## src/rtl/maze_bfs_solver_p_if.sv

```systemverilog
// Handshake bundle between the maze loader, the BFS solver and the path consumer.
// Ports: in_valid/maze (loader->solver); out_valid/out_x/out_y/out_last/
//        maze_not_valid/q_overflow/busy (solver->consumer); slave = solver side.
interface maze_bfs_solver_p_if #(
   parameter int N = 13
);
   localparam int CW = $clog2(N + 1);

   logic          in_valid;
   logic          maze;
   logic          out_valid;
   logic [CW-1:0] out_x;
   logic [CW-1:0] out_y;
   logic          out_last;
   logic          maze_not_valid;
   logic          q_overflow;
   logic          busy;

   modport master (
      output in_valid,
      output maze,
      input  out_valid,
      input  out_x,
      input  out_y,
      input  out_last,
      input  maze_not_valid,
      input  q_overflow,
      input  busy
   );

   modport slave (
      input  in_valid,
      input  maze,
      output out_valid,
      output out_x,
      output out_y,
      output out_last,
      output maze_not_valid,
      output q_overflow,
      output busy
   );
endinterface

```

## src/rtl/maze_bfs_solver_p.sv

```systemverilog
// BFS maze solver: loads an NxN maze serially, searches (1,1)->(N,N), streams the path.
// Ports: clk, rst_n (async active-low), bus (slave modport: maze in, path/status out).
module maze_bfs_solver_p #(
   parameter  int N      = 13,
   parameter  int QDEPTH = 32,
   localparam int CW     = $clog2(N + 1)
) (
   input  logic               clk,
   input  logic               rst_n,
   maze_bfs_solver_p_if.slave bus
);

   localparam int NN = N * N;
   localparam int IW = $clog2(NN);
   localparam int LW = $clog2(NN + 1);
   localparam int QW = $clog2(QDEPTH);

   localparam logic [CW-1:0] ONE    = CW'(1);
   localparam logic [CW-1:0] LIM    = CW'(N);
   localparam logic [LW-1:0] NN_L   = LW'(NN);
   localparam logic [QW:0]   Q_FULL = (QW + 1)'(QDEPTH);

   typedef enum logic [2:0] {
      S_IDLE,
      S_LOAD,
      S_SEARCH,
      S_TRACE,
      S_FAIL
   } state_t;

   state_t state, state_nxt;

   // maze map, visited set and the direction each cell was reached by
   logic [NN-1:0] wall;
   logic [NN-1:0] vis;
   logic [1:0]    par [NN];

   logic [LW-1:0] cnt;

   logic [CW-1:0] qx [QDEPTH];
   logic [CW-1:0] qy [QDEPTH];
   logic [QW-1:0] head;
   logic [QW-1:0] tail;
   logic [QW:0]   occ;

   // current cell; cur_ok=0 right after LOAD forces the first pop
   logic [CW-1:0] cx;
   logic [CW-1:0] cy;
   logic          cur_ok;
   logic          ovf;

   function automatic logic [IW-1:0] cidx(
      input logic [CW-1:0] x,
      input logic [CW-1:0] y
   );
      int t;
      t = (int'(y) - 1) * N + int'(x) - 1;
      return IW'(t);
   endfunction

   function automatic logic inr(
      input logic [CW-1:0] x,
      input logic [CW-1:0] y
   );
      return (x >= ONE) && (x <= LIM) && (y >= ONE) && (y <= LIM);
   endfunction

   // neighbour order: 0 LEFT, 1 UP, 2 RIGHT, 3 DOWN
   logic [CW-1:0] nx [4];
   logic [CW-1:0] ny [4];
   logic [3:0]    cand;
   logic          hit;
   logic [1:0]    dsel;
   logic [CW-1:0] sx;
   logic [CW-1:0] sy;
   logic [IW-1:0] sidx;
   logic          goal;
   logic          at_start;
   logic [1:0]    pd;
   logic [CW-1:0] px;
   logic [CW-1:0] py;
   logic          q_full;
   logic          q_empty;

   always_comb begin
      nx[0] = cx - ONE;
      ny[0] = cy;
      nx[1] = cx;
      ny[1] = cy - ONE;
      nx[2] = cx + ONE;
      ny[2] = cy;
      nx[3] = cx;
      ny[3] = cy + ONE;
      cand  = '0;
      for (int d = 0; d < 4; d++) begin
         if (cur_ok && inr(nx[d], ny[d])) begin
            cand[d] = !wall[cidx(nx[d], ny[d])]
                   && !vis[cidx(nx[d], ny[d])];
         end
      end
   end

   always_comb begin
      hit  = 1'b1;
      dsel = 2'd0;
      if (cand[0]) dsel = 2'd0;
      else if (cand[1]) dsel = 2'd1;
      else if (cand[2]) dsel = 2'd2;
      else if (cand[3]) dsel = 2'd3;
      else hit = 1'b0;
   end

   assign sx       = nx[dsel];
   assign sy       = ny[dsel];
   assign sidx     = cidx(sx, sy);
   assign goal     = (sx == LIM) && (sy == LIM);
   assign at_start = (cx == ONE) && (cy == ONE);
   assign q_full   = (occ == Q_FULL);
   assign q_empty  = (occ == '0);
   assign pd       = par[cidx(cx, cy)];

   // parent is one step against the direction the cell was reached by
   always_comb begin
      px = cx;
      py = cy;
      unique case (pd)
         2'd0:    px = cx + ONE;
         2'd1:    py = cy + ONE;
         2'd2:    px = cx - ONE;
         default: py = cy - ONE;
      endcase
   end

   always_ff @(posedge clk or negedge rst_n) begin
      if (!rst_n) state <= S_IDLE;
      else        state <= state_nxt;
   end

   always_comb begin
      state_nxt = state;
      unique case (state)
         S_IDLE: begin
            if (bus.in_valid) state_nxt = S_LOAD;
         end
         S_LOAD: begin
            if (cnt == NN_L) begin
               if (wall[0] || wall[NN-1]) state_nxt = S_FAIL;
               else                       state_nxt = S_SEARCH;
            end else if (!bus.in_valid) begin
               state_nxt = S_IDLE;
            end
         end
         S_SEARCH: begin
            if (hit) begin
               if (q_full)    state_nxt = S_FAIL;
               else if (goal) state_nxt = S_TRACE;
            end else if (q_empty) begin
               state_nxt = S_FAIL;
            end
         end
         S_TRACE: begin
            if (at_start) state_nxt = S_IDLE;
         end
         S_FAIL:  state_nxt = S_IDLE;
         default: state_nxt = S_IDLE;
      endcase
   end

   // control registers: load counter, queue pointers, current cell, overflow
   always_ff @(posedge clk or negedge rst_n) begin
      if (!rst_n) begin
         cnt    <= '0;
         head   <= '0;
         tail   <= '0;
         occ    <= '0;
         cx     <= '0;
         cy     <= '0;
         cur_ok <= 1'b0;
         ovf    <= 1'b0;
      end else begin
         unique case (state)
            S_IDLE: begin
               if (bus.in_valid) cnt <= LW'(1);
            end
            S_LOAD: begin
               if (cnt != NN_L) begin
                  if (bus.in_valid) cnt <= cnt + LW'(1);
               end else begin
                  head   <= '0;
                  tail   <= QW'(1);
                  occ    <= (QW + 1)'(1);
                  cur_ok <= 1'b0;
                  ovf    <= 1'b0;
               end
            end
            S_SEARCH: begin
               if (hit) begin
                  if (q_full) begin
                     ovf <= 1'b1;
                  end else begin
                     tail <= tail + QW'(1);
                     occ  <= occ + (QW + 1)'(1);
                     if (goal) begin
                        cx <= LIM;
                        cy <= LIM;
                     end
                  end
               end else if (!q_empty) begin
                  cx     <= qx[head];
                  cy     <= qy[head];
                  head   <= head + QW'(1);
                  occ    <= occ - (QW + 1)'(1);
                  cur_ok <= 1'b1;
               end
            end
            S_TRACE: begin
               cx <= px;
               cy <= py;
            end
            S_FAIL:  ovf <= 1'b0;
            default: ;
         endcase
      end
   end

   // storage arrays; no reset needed, every frame rewrites what it reads
   always_ff @(posedge clk) begin
      unique case (state)
         S_IDLE: begin
            if (bus.in_valid) wall[0] <= bus.maze;
         end
         S_LOAD: begin
            if (cnt != NN_L) begin
               if (bus.in_valid) wall[cnt[IW-1:0]] <= bus.maze;
            end else begin
               vis   <= NN'(1);
               qx[0] <= ONE;
               qy[0] <= ONE;
            end
         end
         S_SEARCH: begin
            if (hit && !q_full) begin
               vis[sidx] <= 1'b1;
               par[sidx] <= dsel;
               qx[tail]  <= sx;
               qy[tail]  <= sy;
            end
         end
         default: ;
      endcase
   end

   always_ff @(posedge clk or negedge rst_n) begin
      if (!rst_n) begin
         bus.out_valid      <= 1'b0;
         bus.out_x          <= '0;
         bus.out_y          <= '0;
         bus.out_last       <= 1'b0;
         bus.maze_not_valid <= 1'b0;
         bus.q_overflow     <= 1'b0;
         bus.busy           <= 1'b0;
      end else begin
         bus.out_valid      <= 1'b0;
         bus.out_x          <= '0;
         bus.out_y          <= '0;
         bus.out_last       <= 1'b0;
         bus.maze_not_valid <= 1'b0;
         bus.q_overflow     <= 1'b0;
         bus.busy           <= (state_nxt == S_SEARCH)
                            || (state_nxt == S_TRACE)
                            || (state_nxt == S_FAIL);
         if (state == S_TRACE) begin
            bus.out_valid <= 1'b1;
            bus.out_x     <= cx;
            bus.out_y     <= cy;
            bus.out_last  <= at_start;
         end
         if (state == S_FAIL) begin
            bus.out_valid      <= 1'b1;
            bus.out_last       <= 1'b1;
            bus.maze_not_valid <= 1'b1;
            bus.q_overflow     <= ovf;
         end
      end
   end

endmodule

```

## src/flat_wrapper.sv

```systemverilog
// flat-port wrapper written by rule: the top's interface ports become plain ports
module maze_bfs_solver_p_flat 
#(
   parameter  int N      = 13,
   parameter  int QDEPTH = 32,
   localparam int CW     = $clog2(N + 1)
)
  (clk, rst_n, bus_in_valid, bus_maze, bus_out_valid, bus_out_x, bus_out_y, bus_out_last, bus_maze_not_valid, bus_q_overflow, bus_busy);
  maze_bfs_solver_p_if #(.N(N)) bus_i ();
  input  logic clk;
  input  logic rst_n;
  input wire logic [$bits(bus_i.in_valid)-1:0] bus_in_valid;
  input wire logic [$bits(bus_i.maze)-1:0] bus_maze;
  output wire logic [$bits(bus_i.out_valid)-1:0] bus_out_valid;
  output wire logic [$bits(bus_i.out_x)-1:0] bus_out_x;
  output wire logic [$bits(bus_i.out_y)-1:0] bus_out_y;
  output wire logic [$bits(bus_i.out_last)-1:0] bus_out_last;
  output wire logic [$bits(bus_i.maze_not_valid)-1:0] bus_maze_not_valid;
  output wire logic [$bits(bus_i.q_overflow)-1:0] bus_q_overflow;
  output wire logic [$bits(bus_i.busy)-1:0] bus_busy;
  assign bus_i.in_valid = bus_in_valid;
  assign bus_i.maze = bus_maze;
  assign bus_out_valid = bus_i.out_valid;
  assign bus_out_x = bus_i.out_x;
  assign bus_out_y = bus_i.out_y;
  assign bus_out_last = bus_i.out_last;
  assign bus_maze_not_valid = bus_i.maze_not_valid;
  assign bus_q_overflow = bus_i.q_overflow;
  assign bus_busy = bus_i.busy;
  maze_bfs_solver_p #(.N(N), .QDEPTH(QDEPTH)) u_core (.clk(clk), .rst_n(rst_n), .bus(bus_i));
endmodule
```

## config.mk

```make
export PLATFORM = sky130hd
export DESIGN_NAME = maze_bfs_solver_p_flat
export DESIGN_NICKNAME = d
export VERILOG_FILES = /design/src/rtl/maze_bfs_solver_p_if.sv /design/src/rtl/maze_bfs_solver_p.sv /design/src/flat_wrapper.sv
export SDC_FILE = /design/constraint.sdc
export NUM_CORES = 2
export LEC_CHECK = 0
export CORE_MARGIN = 4
export CORE_UTILIZATION = 35
export DETAILED_ROUTE_END_ITERATION = 12
export GPL_ROUTABILITY_DRIVEN = 1
export HOLD_SLACK_MARGIN = 0.02
export PLACE_DENSITY = 0.61
export SYNTH_ARGS = -nofsm -noshare
export SYNTH_HDL_FRONTEND = slang
export SYNTH_SLANG_ARGS = --single-unit
```

## constraint.sdc

```tcl
create_clock -name clk -period 35.2 [get_ports clk]
set_input_delay 5.28 -clock clk [delete_from_list [all_inputs] [get_ports clk]]
set_output_delay 5.28 -clock clk [all_outputs]
set_load 0.05 [all_outputs]
```

==> flow_summary_export.csv <==
group,metric,value,unit
status,outcome,"finished clean",
worst_setup_path,cp.arrival,14.99,ns
place,place_hpwl,96700,µm
place,gp_congestion,1.02,
routing,via_per_inst,5.83,
final_layout,synthToLayoutAreaGrowth,11.7,%
final_layout,final_layout_size_suffix_gt1_share,17.5,%
yosys,synth-edff-count,932,
worst_setup_path,crit_path_frequent_cell,"ha_1",
flow_run,max_cap_viol_count,0,
place,dp.cells,5440,
timing,fmax,68.5,MHz
die,start_util,35.2,%
clocking,cts_num_sinks,982,
yosys,syn_avg_cell_area,13.8,µm²
worst_setup_path,critPathMaxStageDelay,0.87,ns
yosys,syn_inst,3665,
global_route,grt_pass1_wl,219000,µm
worst_setup_path,cp_max_fo,57,
timing,tns,0,ns
timing,hold_violations,0,
clocking,clk_pin_slew_worst_paths,0.07,ns
clocking,hold_buffers,0,
yosys,yosysSeqAreaShare,58.0,%
routing,first_pass_iters,6,
routing,vias,32900,
place,post-place-ws,20.66,ns
yosys,ys_ff_latch,982,
final_layout,final_cell_area,0.0563,mm²
global_route,antenna_found_initial,4,
routing,wl_per_cell,26.3,µm
global_route,grt_usage,19.4,%
worst_setup_path,cp-start-kind,"flip-flop",
timing,relSlewSlack,6.27,%
min_path,hp-class,"reg -> reg",
routing,drc,0,
global_route,grt_max_degree,153,
timing,grt_setup_unrepaired,"no",
yosys,ys_types,100,
timing,fin_crit,14.59,ns
worst_setup_path,critPathKind,"reg -> reg",
routing,wl,148000,µm
yosys,synth_common_cells,"edfxtp_1, nor2_1, mux4_2",
timing,fin_crit_sh,41.5,%
yosys,yosys.area.top_type,"edfxtp_1",
clocking,root_buffer,"clkbuf_16",
yosys,yosys.cell_count.top_type,"edfxtp_1",
die,dieWidth,388,µm
timing,fin_skew,0.0639,ns
yosys,synthesis.area,0.0504,mm²
global_route,grt_overflow_total,0,
final_layout,utilization,39.3,%
timing,drv_slew,0,
die,pin_count,17,
clocking,insertion_delay,0.76,ns
place,placed_cell_area,0.0528,mm²
die,chipHeight,388,µm
clocking,post_cts_buffers,0,
yosys,synth_area_leaders,"edfxtp_1, mux4_2, nor2_1",
place,place.port_buffers,16,
worst_setup_path,critPathSlowestCell,"dfrtp_1",
die,core,0.143,mm²
routing,drt_iter0_drc,4301,
clocking,clock_path_buffers,3,
final_layout,finish.net_count,3793,
timing,setup_viol,0,
clocking,cts_resized,0,
die,core.rowCount,139,
routing,ant_nets,0,
die,die-area,0.150,mm²
global_route,first_global_vias,32100,
clocking,h-tree-depth,3,
yosys,async_flop_share,5.09,%
worst_setup_path,crit_path_end_kind,"flip-flop",
clocking,cts_buffers,104,
pwr,p_leak,17.4,nW
pwr,worst_ir_drop_vdd,0.0000429,V
timing,setup_slack,20.61,ns
final_layout,stdcell_count,5634,
timing,tightest_slew,1.40,ns
pwr,p_per_area,43.1,mW/mm²
yosys,ys_warn_count,0,
worst_setup_path,worstPathRequired,35.59,ns
yosys,netlist.area_leader.share,55.5,%
clocking,cts_tree,"yes",
yosys,synth-main-ff-cell,"edfxtp_1",
yosys,syn_nets,3815,
[worst max-delay path: cells and delay by family, from the launching register on]
family | cells | cell delay (ns)
and+or+nand+nor | 5 | 2.06
buffers and inverters | 9 | 1.66
muxes | 1 | 0.57
xor gates and xnor gates | 4 | 1.73
AOI/OAI and AO/OA | 9 | 2.26
adders and majority gates | 12 | 5.03
DFF | 1 | 0.87
[layout make-up]
cell class	count	area, µm²
multi-input combinational	2314	19900
antenna	1	2.50
inverter	143	542
clock buffer	123	2670
tap	1903	2380
timing repair buffer	98	781
fill	13400	87000
sequential	982	29200
clock inverter	70	856
[kinds of logic after synthesis]
family | Yosys count | synth area share [%]
AOI/OAI and AO/OA | 474 | 5.88
adders and majority gates | 146 | 4.08
xor gates and xnor gates | 83 | 1.50
buffers and inverters | 369 | 3.03
muxes | 422 | 17.6
and+or+nand+nor | 1189 | 9.93
DFF | 982 | 58.0
[path summary, 6_finish.rpt]
path / from / endpoint / slack (ns) / cells after the start
worst max register to register: u_core.cy[0]$_DFFE_PN0P_ / u_core.par[105][0]$_DFFE_PP_ / 20.61 / 40
worst min-delay path: u_core.occ[3]$_DFFE_PN0P_ / u_core.occ[3]$_DFFE_PN0P_ / 0.53 / 2
worst max-delay path: u_core.cy[0]$_DFFE_PN0P_ / u_core.par[105][0]$_DFFE_PP_ / 20.61 / 40
worst min register to register: u_core.occ[3]$_DFFE_PN0P_ / u_core.occ[3]$_DFFE_PN0P_ / 0.53 / 2
min in group asynchronous: rst_n / u_core.bus.out_y[3]$_DFF_PN0_ / 4.65 / 2
max in group asynchronous: rst_n / u_core.head[0]$_DFFE_PN0P_ / 30.05 / 2
[through the flow]
step           hold WS, ns  power, mW
2_1_floorplan        0.457       1.30
6_report             0.528       2.43
3_3_place_gp         0.507       1.32
5_1_grt              0.563       2.50
4_1_cts              0.529       2.45
3_5_place_dp         0.512       1.32
[state kept, by name, summed over array words and instances, names as in the netlist, 3 cells and up]
| register | count |
|---|---|
| u_core.par | 338 |
| u_core.vis | 169 |
| u_core.wall | 169 |
| u_core.qx | 128 |
| u_core.qy | 128 |
| u_core.cnt | 8 |
| u_core.occ | 6 |
| u_core.head | 5 |
| u_core.tail | 5 |
| u_core.bus.out_x | 4 |
| u_core.bus.out_y | 4 |
| u_core.cx | 4 |
| u_core.cy | 4 |
| u_core.state | 3 |
[layer usage]
layer	vias to the layer above	part of all wire [%]	GRT usage, %
li1	13900	-	-
met1	16700	41	27.2
met2	1912	45	29.2
met3	354	10	4.07
met4	2	4.4	8.28
met5	-	0.0088	0
[where the power goes]
group	switching, mW	internal [mW]
Clock	0.485	0.652
Sequential	0.00318	1.26
Combinational	0.0194	0.00540
[layout by cell type, fill, tap and decap left out, drive strengths merged, types with 50 or more instances in the layout]
| cell type | n |
|---|---|
| mux4 | 363 |
| clkbuf | 123 |
| nor2 | 809 |
| nand2 | 137 |
| edfxtp | 932 |
| buf | 84 |
| inv | 146 |
| o21ai | 68 |
| dfrtp | 50 |
| xnor2 | 55 |
| nand3 | 66 |
| ha | 115 |
| a21oi | 234 |
No activity file was read; power rests on OpenSTA's default activity.
